$ cat src/rtl/mul_lut_pipe_pkg.sv
// Shared constants and helpers for the multiply-then-lookup decode stage.
package mul_lut_pipe_pkg;

  // Odd parity of a 3-bit index: entry i is 1 when i has an odd number of ones.
  localparam logic [7:0] LUT_INIT_DEFAULT = 8'b1001_0110;

  function automatic logic [31:0] lut_index(input logic [63:0] prod,
                                            input int unsigned lsb,
                                            input int unsigned bits);
    logic [63:0] mask;
    mask = (64'd1 << bits) - 64'd1;
    return 32'((prod >> lsb) & mask);
  endfunction

endpackage

$ cat src/rtl/mul_lut_pipe_lut_ram.sv
// 2^ADDR_W x 1 truth table: async reset to INIT, one sync write port, one comb read port.
module mul_lut_pipe_lut_ram #(
  parameter int unsigned                   ADDR_W = 3,
  parameter logic [(1 << ADDR_W)-1:0]      INIT   = '0
) (
  input  logic              clk,
  input  logic              rst_n,
  input  logic              we,
  input  logic [ADDR_W-1:0] waddr,
  input  logic              wdata,
  input  logic [ADDR_W-1:0] raddr,
  output logic              rdata
);

  localparam int unsigned DEPTH = 1 << ADDR_W;

  logic [DEPTH-1:0] mem;

  always_ff @(posedge clk or negedge rst_n) begin
    if (!rst_n) begin
      mem <= INIT;
    end else if (we) begin
      mem[waddr] <= wdata;
    end
  end

  assign rdata = mem[raddr];

endmodule

$ cat src/rtl/mul_lut_pipe.sv
// Two-stage multiply, bit-field select and LUT decode with valid/ready and a saturating hit counter.
module mul_lut_pipe
  import mul_lut_pipe_pkg::*;
#(
  parameter int unsigned                  WIDTH    = 32,
  parameter int unsigned                  LUT_BITS = 3,
  parameter int unsigned                  LUT_LSB  = 0,
  parameter logic [(1 << LUT_BITS)-1:0]   LUT_INIT = LUT_INIT_DEFAULT,
  parameter int unsigned                  CNT_W    = 16
) (
  input  logic                clk,
  input  logic                rst_n,
  input  logic [WIDTH-1:0]    signal_0,
  input  logic [WIDTH-1:0]    signal_1,
  input  logic                in_valid,
  output logic                in_ready,
  output logic [WIDTH-1:0]    signal_A,
  output logic                out_valid,
  input  logic                out_ready,
  input  logic                cfg_we,
  input  logic [LUT_BITS-1:0] cfg_addr,
  input  logic                cfg_data,
  input  logic                cnt_clr,
  output logic [CNT_W-1:0]    hit_count
);

  function automatic logic [CNT_W-1:0] sat_inc(input logic [CNT_W-1:0] c);
    return (&c) ? c : c + 1'b1;
  endfunction

  logic                adv;
  logic [WIDTH-1:0]    prod_p0;
  logic [WIDTH-1:0]    prod_p1;
  logic                vld_p1;
  logic [LUT_BITS-1:0] idx_p1;
  logic                lut_bit;

  assign adv      = !out_valid || out_ready;
  assign in_ready = adv;

  // Stage 0 -> 1: modulo-2^WIDTH product captured on accept
  assign prod_p0 = signal_0 * signal_1;

  always_ff @(posedge clk) begin
    if (adv && in_valid) begin
      prod_p1 <= prod_p0;
    end
  end

  always_ff @(posedge clk or negedge rst_n) begin
    if (!rst_n) begin
      vld_p1 <= 1'b0;
    end else if (adv) begin
      vld_p1 <= in_valid;
    end
  end

  // Stage 1 -> 2: field select and table lookup into the output register
  assign idx_p1 = LUT_BITS'(lut_index(64'(prod_p1), LUT_LSB, LUT_BITS));

  mul_lut_pipe_lut_ram #(
    .ADDR_W (LUT_BITS),
    .INIT   (LUT_INIT)
  ) u_lut (
    .clk   (clk),
    .rst_n (rst_n),
    .we    (cfg_we),
    .waddr (cfg_addr),
    .wdata (cfg_data),
    .raddr (idx_p1),
    .rdata (lut_bit)
  );

  always_ff @(posedge clk or negedge rst_n) begin
    if (!rst_n) begin
      out_valid <= 1'b0;
      signal_A  <= '0;
    end else if (adv) begin
      out_valid <= vld_p1;
      if (vld_p1) begin
        signal_A <= {{(WIDTH-1){1'b0}}, lut_bit};
      end
    end
  end

  // Output side: count transferred results equal to 1
  always_ff @(posedge clk or negedge rst_n) begin
    if (!rst_n) begin
      hit_count <= '0;
    end else if (cnt_clr) begin
      hit_count <= '0;
    end else if (out_valid && out_ready && signal_A[0]) begin
      hit_count <= sat_inc(hit_count);
    end
  end

endmodule

$ cat config.mk
export PLATFORM = sky130hd
export DESIGN_NAME = mul_lut_pipe
export DESIGN_NICKNAME = d
export VERILOG_FILES = /design/src/rtl/mul_lut_pipe_pkg.sv /design/src/rtl/mul_lut_pipe_lut_ram.sv /design/src/rtl/mul_lut_pipe.sv
export SDC_FILE = /design/constraint.sdc
export NUM_CORES = 1
export LEC_CHECK = 0
export ABC_AREA = 1
export BUFFER_PORTS_ARGS = -buffer_cell sky130_fd_sc_hd__buf_2
export CAP_MARGIN = 20
export CORE_MARGIN = 5
export CORE_UTILIZATION = 47
export DETAILED_ROUTE_END_ITERATION = 16
export PLACE_DENSITY_LB_ADDON = 0.1
export SLEW_MARGIN = 40
export SYNTH_ARGS = -nofsm -noshare
export SYNTH_HDL_FRONTEND = slang
export SYNTH_SLANG_ARGS = --single-unit
$ cat constraint.sdc
create_clock -name clk -period 3.85 [get_ports clk]
set_clock_uncertainty 0.2 [all_clocks]
set_input_delay 0.9625 -clock clk [delete_from_list [all_inputs] [get_ports clk]]
set_output_delay 0.9625 -clock clk [all_outputs]
set_load 0.01 [all_outputs]
==> run_results.csv, run 1 <==
group,metric,value,unit
power,leakagePower,1.20,nW
synthesis,synth_top_family_by_area,"simple AND/OR/NAND/NOR gates",
power,ir_drop,181,uV
sta,finalSetupViolCount,0,
synthesis,synth_compound_area_share,8.50,%
sta,period_needed,2.61,ns
sta,relSlewSlack,59.4,%
routing,vias_per_cell,4.55,
critical_path,crit_fanout,5,
cts,htree_levels,2,
sta,clock.fmax,0.383,GHz
critical_path,critical_path.most_common_cell,"buf_2",
global_route,grt-ovfl-total,0,
cts,clock_sinks,30,
synthesis,ys_warn_count,0,
cts,clockBufferDepth,2,
synthesis,synth_seq_cells,30,
final_layout,fin_nets,397,
floorplan,die-height,76.4,um
cts,path_clk_slew,0.06,ns
synthesis,yosysSeqAreaShare,37.2,%
global_route,antenna_found_initial,0,
synthesis,synth_most_common_cell,"nand2_1",
final_layout,n_fill_cell,472,
synthesis,netlist_area,2070,um^2
sta,worst_pin_slew,0.608,ns
floorplan,die-area,5840,um^2
place,gp_congestion,0.899,
place,hpwlAfterDp,3130,um
cts,cts_buffers,5,
synthesis,synth-edff-count,3,
power,swShare,28.7,%
sta,timing.hold.ws,0.298,ns
synthesis,synth_top_area_cell,"dfrtp_1",
synthesis,synthFlopType,"dfrtp_1",
cts,cts_hold_buf,0,
final_layout,drive_above_1_share,20.8,%
synthesis,yosys.area_share.simple,31.1,%
power,power_frac_clock,33.9,%
synthesis,synth_area_leaders,"dfrtp_1, nand2_1, buf_4",
cts,cts-resized-gates,0,
critical_path,cp_data_arrival_time,1.45,ns
power,power.internal,544,uW
floorplan,rows,24,
global_route,track_usage,15.0,%
global_route,grt_pass1_vias,1624,
critical_path,path_class,"in2out",
floorplan,die_width,76.4,um
floorplan,io_pins,124,
critical_path,cp_slowest_stage_delay,0.15,ns
routing,first_pass_iters,5,
sta,finalMaxSlewViolations,0,
floorplan,start_util,48.0,%
critical_path,cp-end-kind,"output pin",
place,portBuffers,34,
routing,dr_total_vias,1700,
sta,tns,0,ns
cts,post_cts_buffers,0,
outcome,status,"complete, no violations",
routing,wl_per_cell,11.1,um
critical_path,path_delay_family,"buffers and inverters",
synthesis,synthXorXnorAreaFrac,3.38,%
synthesis,synth_cells,283,
routing,drt_iter0_drc,101,
floorplan,core,4320,um^2
power,comb_power_share,16.6,%
critical_path,path_cells,"buf_2 -> nor2_1 -> inv_1 -> buf_2",
critical_path,cp.required,2.69,ns
critical_path,start_kind,"input port",
sta,finalCritPeriodShare,67.8,%
final_layout,antenna_cells,0,
job,drv_cap,0,
routing,wl,4150,um
final_layout,area_delta_synth_final,8.56,%
sta,hold_viol,0,
synthesis,synth_top_area_share,27.7,%
sta,rsz0062_at_grt,"no",
global_route,grt_start_max_net_pins,28,
cts,cts_tree,"yes",
min_path,hold_path_class,"reg2reg",
critical_path,slowest_stage,"buf_2",
critical_path,path_buf_inv,3,
routing,drt_drc_violations_left,0,
synthesis,yosys-top-cells-count,"nand2_1, buf_4, inv_1",
global_route,grt_pass1_wl,7310,um
synthesis,synthArstFlopShare,90.0,%
synthesis,syn_avg_cell_area,7.33,um^2
synthesis,muxShareOfSynthArea,0,%
synthesis,yosys.area_share.adder,1.21,%
power,switchingPower,219,uW
routing,antenna_left,0,
power,power_density,339,nW/um^2
synthesis,ys_types,31,
cts,clk_latency,0.28,ns
cts,cts.root.buffer_cell,"clkbuf_8",
power,pwr-share-seq,49.5,%
==> layout by cell type, fill, tap and decap left out <==
cell	instances
conb_1	31
nor2_1	28
nand3_1	22
xor2_1	3
nand3b_1	1
nor2b_1	1
nand2_1	75
a31oi_1	7
nand4_1	2
buf_4	1
clkbuf_8	6
buf_2	34
ha_1	2
o21bai_1	1
o21ai_0	4
clkinv_1	1
dfrtp_1	23
inv_2	1
o21ai_1	1
nor2_2	3
a21oi_1	13
or2_2	1
dfstp_2	4
nor2_4	2
o21ai_2	4
inv_1	29
nand2_2	11
xnor2_1	5
edfxtp_1	3
clkbuf_1	2
nor3_1	1
==> routing by layer <==
layer / wire, um / vias up / track usage (%)
met5: 0 / - / 0
met4: 77 / 0 / 7.17
met3: 243 / 7 / 3.90
met2: 2010 / 51 / 24.7
met1: 1820 / 738 / 18.1
li1: - / 904 / -
==> state kept, by name, summed over array words and instances, names as in the netlist <==
name       flops
signal_A       1
hit_count     16
prod_p1        3
u_lut.mem      8
out_valid      1
vld_p1         1
==> tightest hold or removal path, cell delays in order, from the launching register on <==
cell and delay, ns:
dfrtp_1 0.34, inv_1 0.07, nand2_1 0.06
==> power by group through the flow <==
| stage | Sequential (mW) | Combinational [mW] | Clock (mW) |
|---|---|---|---|
| after floorplan | 0.382 | 0.115 | 0 |
| final | 0.378 | 0.127 | 0.259 |
| after global routing | 0.382 | 0.147 | 0.285 |
| after CTS | 0.378 | 0.128 | 0.272 |
| after global placement | 0.384 | 0.127 | 0 |
| after detailed placement | 0.383 | 0.128 | 0 |
==> area by class of cell <==
cell class	instances	area (um^2)	area share (%)
Clock buffer	8	90.1	4.00
Inverter	31	116	5.17
Multi-Input combinational cell	218	1030	45.8
Sequential cell	30	771	34.2
Tap cell	52	65.1	2.89
Timing Repair Buffer	35	178	7.89
==> logic make-up (layout without fill, tap and decap cells) <==
family,after synthesis,count (layout)
xor gates and xnor gates,8,8
adders and majority gates,2,2
other,1,31
and+or+nand+nor,147,147
AOI/OAI and AO/OA,30,30
buffers and inverters,65,74
DFF,30,30
==> final timing paths <==
path	startpoint	endpoint	cells past startpoint	slack (ns)
hold / removal	vld_p1	out_valid	2	0.30
min in group asynchronous	rst_n	hit_count[3]	1	0.49
setup / recovery	out_ready	in_ready	4	1.24
setup reg to reg	hit_count[0]	hit_count[14]	8	1.96
max in group asynchronous	rst_n	hit_count[13]	1	2.56
hold reg to reg	vld_p1	out_valid	2	0.30
==> through the flow <==
stage	utilization [%]	std cells	total power, mW	area (um^2)	setup slack [ns]
after floorplan	-	313	0.496	2190	1.51
after global placement	50.0	366	0.510	2160	1.23
after detailed placement	50.0	366	0.511	2160	1.24
after CTS	52.1	374	0.779	2250	1.24
after global routing	52.1	374	0.815	2250	1.17
final	52.1	374	0.763	2250	1.24
Note: power is estimated with default switching activity, not from simulation.
==> run 2, diff against run 1 <==
- CORE_UTILIZATION: 47 -> 44
- clock period: 3.85 -> 2.5 ns (I/O delays scaled with it)
==> run 2 against run 1 <==
Effect of this change:
- final area is 2.4% higher
- wire length is 0.39% lower
- die area is 5.9% higher
- worst setup slack worse by 0.69 ns
- register-to-register slack worse by 1.4 ns
- via count is 1.9% higher
- critical path type unchanged
- critical endpoint unchanged
==> run_results.csv, run 2 (synthesized netlist as in run 1, its figures left out) <==
group,metric,value,unit
outcome,status,"complete, no violations",
floorplan,die_width,78.7,um
global_route,track_usage,14.2,%
final_layout,largestRegisters,"hit_count (16), u_lut.mem (8), prod_p1 (3)",
routing,routed.top_layer,"met4",
cts,clk_latency,0.28,ns
min_path,hold_path_class,"in2async",
global_route,grt-ovfl-total,0,
final_layout,largest_reg_flops,16,
routing,antenna_left,0,
sta,period_needed,1.95,ns
sta,finalMaxSlewViolations,0,
sta,rsz0062_at_grt,"no",
routing,drt_iter0_drc,76,
final_layout,n_fill_cell,485,
final_layout,antenna_cells,0,
global_route,antenna_found_initial,0,
global_route,grt_pass1_wl,7000,um
power,comb_power_share,14.0,%
sta,setup_ws,0.548,ns
cts,cts_tree,"yes",
place,portBuffers,34,
routing,vias_per_cell,4.61,
place,dp_slack,0.413,ns
place,gp_congestion,0.875,
global_route,grt_pass1_vias,1611,
critical_path,cp-end-kind,"output pin",
job,drv_cap,0,
floorplan,die-height,78.7,um
power,power_frac_clock,44.2,%
cts,cts_buffers,5,
sta,clock.fmax,0.512,GHz
routing,dr_total_vias,1732,
sta,finalCritPeriodShare,78.1,%
final_layout,layout_common_cells,"nand2_1, buf_2, conb_1",
cts,cts.root.buffer_cell,"clkbuf_8",
floorplan,core,4660,um^2
power,leakagePower,1.23,nW
floorplan,io_pins,124,
cts,clock_sinks,30,
sta,finalSetupViolCount,0,
power,power.internal,1.04,mW
place,hpwlAfterDp,3190,um
cts,cts_hold_buf,0,
critical_path,crit_fanout,5,
routing,first_pass_iters,4,
floorplan,start_util,44.5,%
routing,wl_met1,1850,um
sta,hold_viol,0,
final_layout,final_common_cell,"nand2_1",
power,swShare,25.2,%
power,pwr-share-seq,41.8,%
critical_path,path_class,"in2out",
cts,clockBufferDepth,2,
sta,tns,0,ns
routing,wl_per_cell,11.0,um
global_route,grt_start_max_net_pins,28,
routing,drt_drc_violations_left,0,
power,ir_drop,355,uV
critical_path,start_kind,"input port",
critical_path,cp_data_arrival_time,1.13,ns
final_layout,max_flop_register,"hit_count",
power,switchingPower,350,uW
critical_path,cp.required,1.67,ns
cts,path_clk_slew,0.07,ns
floorplan,die-area,6190,um^2
floorplan,rows,25,
final_layout,drive_above_1_share,21.4,%
final_layout,fin_nets,397,
routing,wl_met2,2020,um
sta,worst_pin_slew,0.598,ns
final_layout,area_delta_synth_final,11.2,%
sta,relSlewSlack,60.1,%
cts,post_cts_buffers,0,
routing,wl_met3,199,um
power,power_density,601,nW/um^2
cts,cts-resized-gates,0,
cts,htree_levels,2,
routing,wl,4140,um
## run 2: cell count changes in the layout (fill, tap and decap cells not counted)
cell,before,now
bufinv_16,0,2
clkbuf_1,2,0
## run 2: worst max-delay path: stages
cell	delay [ns]
buf_2	0.10
nor2_1	0.14
inv_1	0.11
buf_2	0.15
## run 2: per-stage QoR
| stage | power [mW] | util [%] | instance area, um^2 | cells | hold slack, ns |
|---|---|---|---|---|---|
| 5_1_grt | 1.46 | 49.5 | 2310 | 376 | 0.203 |
| 3_3_place_gp | 0.786 | 46.4 | 2160 | 368 | 0.285 |
| 3_5_place_dp | 0.787 | 46.4 | 2160 | 368 | 0.285 |
| 2_1_floorplan | 0.764 | - | 2190 | 313 | 0.129 |
| 6_report | 1.39 | 49.5 | 2310 | 376 | 0.146 |
| 4_1_cts | 1.41 | 49.5 | 2310 | 376 | 0.165 |
## run 2: layout make-up
type | instances | area, um^2 | share of cell area, %
multi-input cells | 218 | 1030 | 44.7
flip-flops and latches | 30 | 771 | 33.4
repair buffers | 35 | 178 | 7.70
inverters | 31 | 116 | 5.04
clock buffers | 6 | 82.6 | 3.58
well taps | 54 | 67.6 | 2.93
clock inverters | 2 | 60.1 | 2.60
## run 2: routing by layer
metal / global-route usage, % / vias to the layer above
met5: 0 / -
met4: 5.94 / 0
met3: 3.67 / 6
met2: 24.6 / 41
met1: 16.5 / 775
li1: - / 910
## run 2: path summary, 6_finish.rpt
| kind | from | endpoint | slack (ns) | cells past startpoint |
|---|---|---|---|---|
| max | out_ready | in_ready | 0.55 | 4 |
| min | rst_n | hit_count[2] | 0.15 | 1 |
| max reg2reg | hit_count[1] | hit_count[6] | 0.60 | 8 |
| max in group asynchronous | rst_n | hit_count[11] | 1.56 | 1 |
| min in group clk | vld_p1 | out_valid | 0.30 | 2 |
| min reg2reg | vld_p1 | out_valid | 0.30 | 2 |
## run 2: power groups by stage
stage,sequential (mW),clock (mW),combinational [mW]
3_3_place_gp,0.591,0,0.195
4_1_cts,0.582,0.628,0.197
2_1_floorplan,0.588,0,0.177
5_1_grt,0.587,0.651,0.222
3_5_place_dp,0.591,0,0.197
6_report,0.580,0.613,0.194
==> run 3, diff against run 2 <==
- clock period: 2.5 -> 1.8 ns (I/O delays scaled with it)
==> run 3 against run 2 <==
Effect of this change:
- die area did not move
- count of clock-buffer cells in the layout unchanged
- wire length is 5.6% higher
- cell count grew 4.5%
- sequential cell count unchanged
- largest power group is now sequential cells
==> run_results.csv, run 3 (synthesized netlist as in run 1, its figures left out) <==
group,metric,value,unit
outcome,status,"complete, no violations",
place,hpwlAfterDp,3430,um
cts,clockBufferDepth,2,
cts,clock_sinks,30,
final_layout,fin_nets,414,
routing,first_pass_iters,4,
routing,dr_total_vias,1766,
routing,wl_per_cell,11.1,um
final_layout,final_util,51.4,%
sta,clock.fmax,0.587,GHz
min_path,hold_path_class,"in2reg",
sta,rsz0062_at_grt,"no",
critical_path,cp.required,1.15,ns
routing,wl,4370,um
floorplan,rows,25,
place,portBuffers,34,
final_layout,drive_above_1_share,25.4,%
sta,finalCritPeriodShare,94.7,%
sta,period_needed,1.70,ns
final_layout,largestRegisters,"hit_count (16), u_lut.mem (8), prod_p1 (3)",
place,detailed_place.area,2300,um^2
critical_path,cp_slowest_stage_delay,0.36,ns
floorplan,die-height,78.7,um
cts,path_clk_slew,0.07,ns
critical_path,crit_fanout,5,
sta,timing.hold.ws,0.195,ns
floorplan,start_util,44.5,%
cts,cts_tree,"yes",
place,dp_slack,0.0749,ns
power,total_power,1.64,mW
global_route,antenna_found_initial,0,
routing,antenna_left,0,
global_route,track_usage,15.0,%
floorplan,die_width,78.7,um
global_route,grt_start_max_net_pins,28,
global_route,grt_pass1_wl,7270,um
job,drv_cap,0,
cts,cts.root.buffer_cell,"clkbuf_8",
global_route,grt_pass1_vias,1648,
final_layout,final_common_cell,"nand2_1",
sta,hold_viol,0,
critical_path,cp_data_arrival_time,1.05,ns
final_layout,max_flop_register,"hit_count",
sta,finalMaxSlewViolations,0,
critical_path,cp-end-kind,"output pin",
final_layout,layout_common_cells,"nand2_1, buf_2, conb_1",
sta,setup_ws,0.0954,ns
critical_path,path_class,"reg2out",
cts,htree_levels,2,
critical_path,critical_path.most_common_cell,"inv_1",
critical_path,slowest_stage,"dfrtp_1",
critical_path,path_cells,"inv_1 -> nor2_1 -> inv_1 -> buf_2",
sta,relSlewSlack,57.9,%
power,leakagePower,1.29,nW
place,gp_congestion,0.858,
routing,vias_per_cell,4.49,
cts,clk_latency,0.28,ns
critical_path,start_kind,"flop",
routing,drt_iter0_drc,92,
global_route,grt-ovfl-total,0,
final_layout,fin_cells,393,
routing,drt_drc_violations_left,0,
place,dp.cells,384,
power,ir_drop,496,uV
floorplan,io_pins,124,
final_layout,finish.instance_area,2390,um^2
sta,worst_pin_slew,0.632,ns
cts,cts_buffers,5,
floorplan,die-area,6190,um^2
power,power_density,684,nW/um^2
sta,finalSetupViolCount,0,
floorplan,core,4660,um^2
sta,tns,0,ns
final_layout,antenna_cells,0,
final_layout,area_delta_synth_final,15.4,%
final_layout,largest_reg_flops,16,
run 3: changes by cell type in the layout (fill, tap and decap cells not counted), sizes merged:
cell / previous run / this run
buf: 35 / 51
bufinv: 2 / 0
clkinv: 1 / 3
dlygate4sd3: 0 / 1
run 3: worst max-delay path, delay by kind of cell, from the launching register on:
kind / cells / cell delay [ns]
buffers and inverters: 3 / 0.29
flip-flops: 1 / 0.36
AND/OR/NAND/NOR: 1 / 0.12
run 3: final timing paths:
path / start / cells past startpoint / endpoint / slack, ns
max: out_valid / 4 / in_ready / 0.1
min: in_valid / 3 / vld_p1 / 0.19
max reg2reg: hit_count[1] / 9 / hit_count[11] / 0.13
min reg2reg: u_lut.mem[7] / 2 / u_lut.mem[7] / 0.30
max in group asynchronous: rst_n / 2 / hit_count[15] / 0.47
min in group asynchronous: rst_n / 2 / hit_count[7] / 0.52
run 3: routing by layer:
layer | global-route usage [%] | routed length, um
met3 | 4.59 | 236
met1 | 18.5 | 1970
met2 | 25.0 | 2100
met5 | 0 | 0
met4 | 4.55 | 57
run 3: timing repair:
item,CTS,global route
endpoints found under the hold margin,5,0
setup endpoints to repair,0,11
hold buffers,1,0
gates resized for setup,0,2
buffers inserted,0,0
run 3: layout make-up:
| cell class | count | area [um^2] |
|---|---|---|
| Clock buffer | 6 | 72.6 |
| Clock inverter | 2 | 10.0 |
| Fill cell | 473 | 2270 |
| Inverter | 31 | 116 |
| Multi-Input combinational cell | 218 | 1040 |
| Sequential cell | 30 | 771 |
| Tap cell | 54 | 67.6 |
| Timing Repair Buffer | 52 | 320 |
run 3: power breakdown:
| group | total, mW | internal, mW | switching, mW |
|---|---|---|---|
| Sequential | 0.804 | 0.763 | 0.0406 |
| Clock | 0.522 | 0.267 | 0.255 |
| Combinational | 0.313 | 0.120 | 0.193 |
| Total | 1.64 | 1.15 | 0.488 |
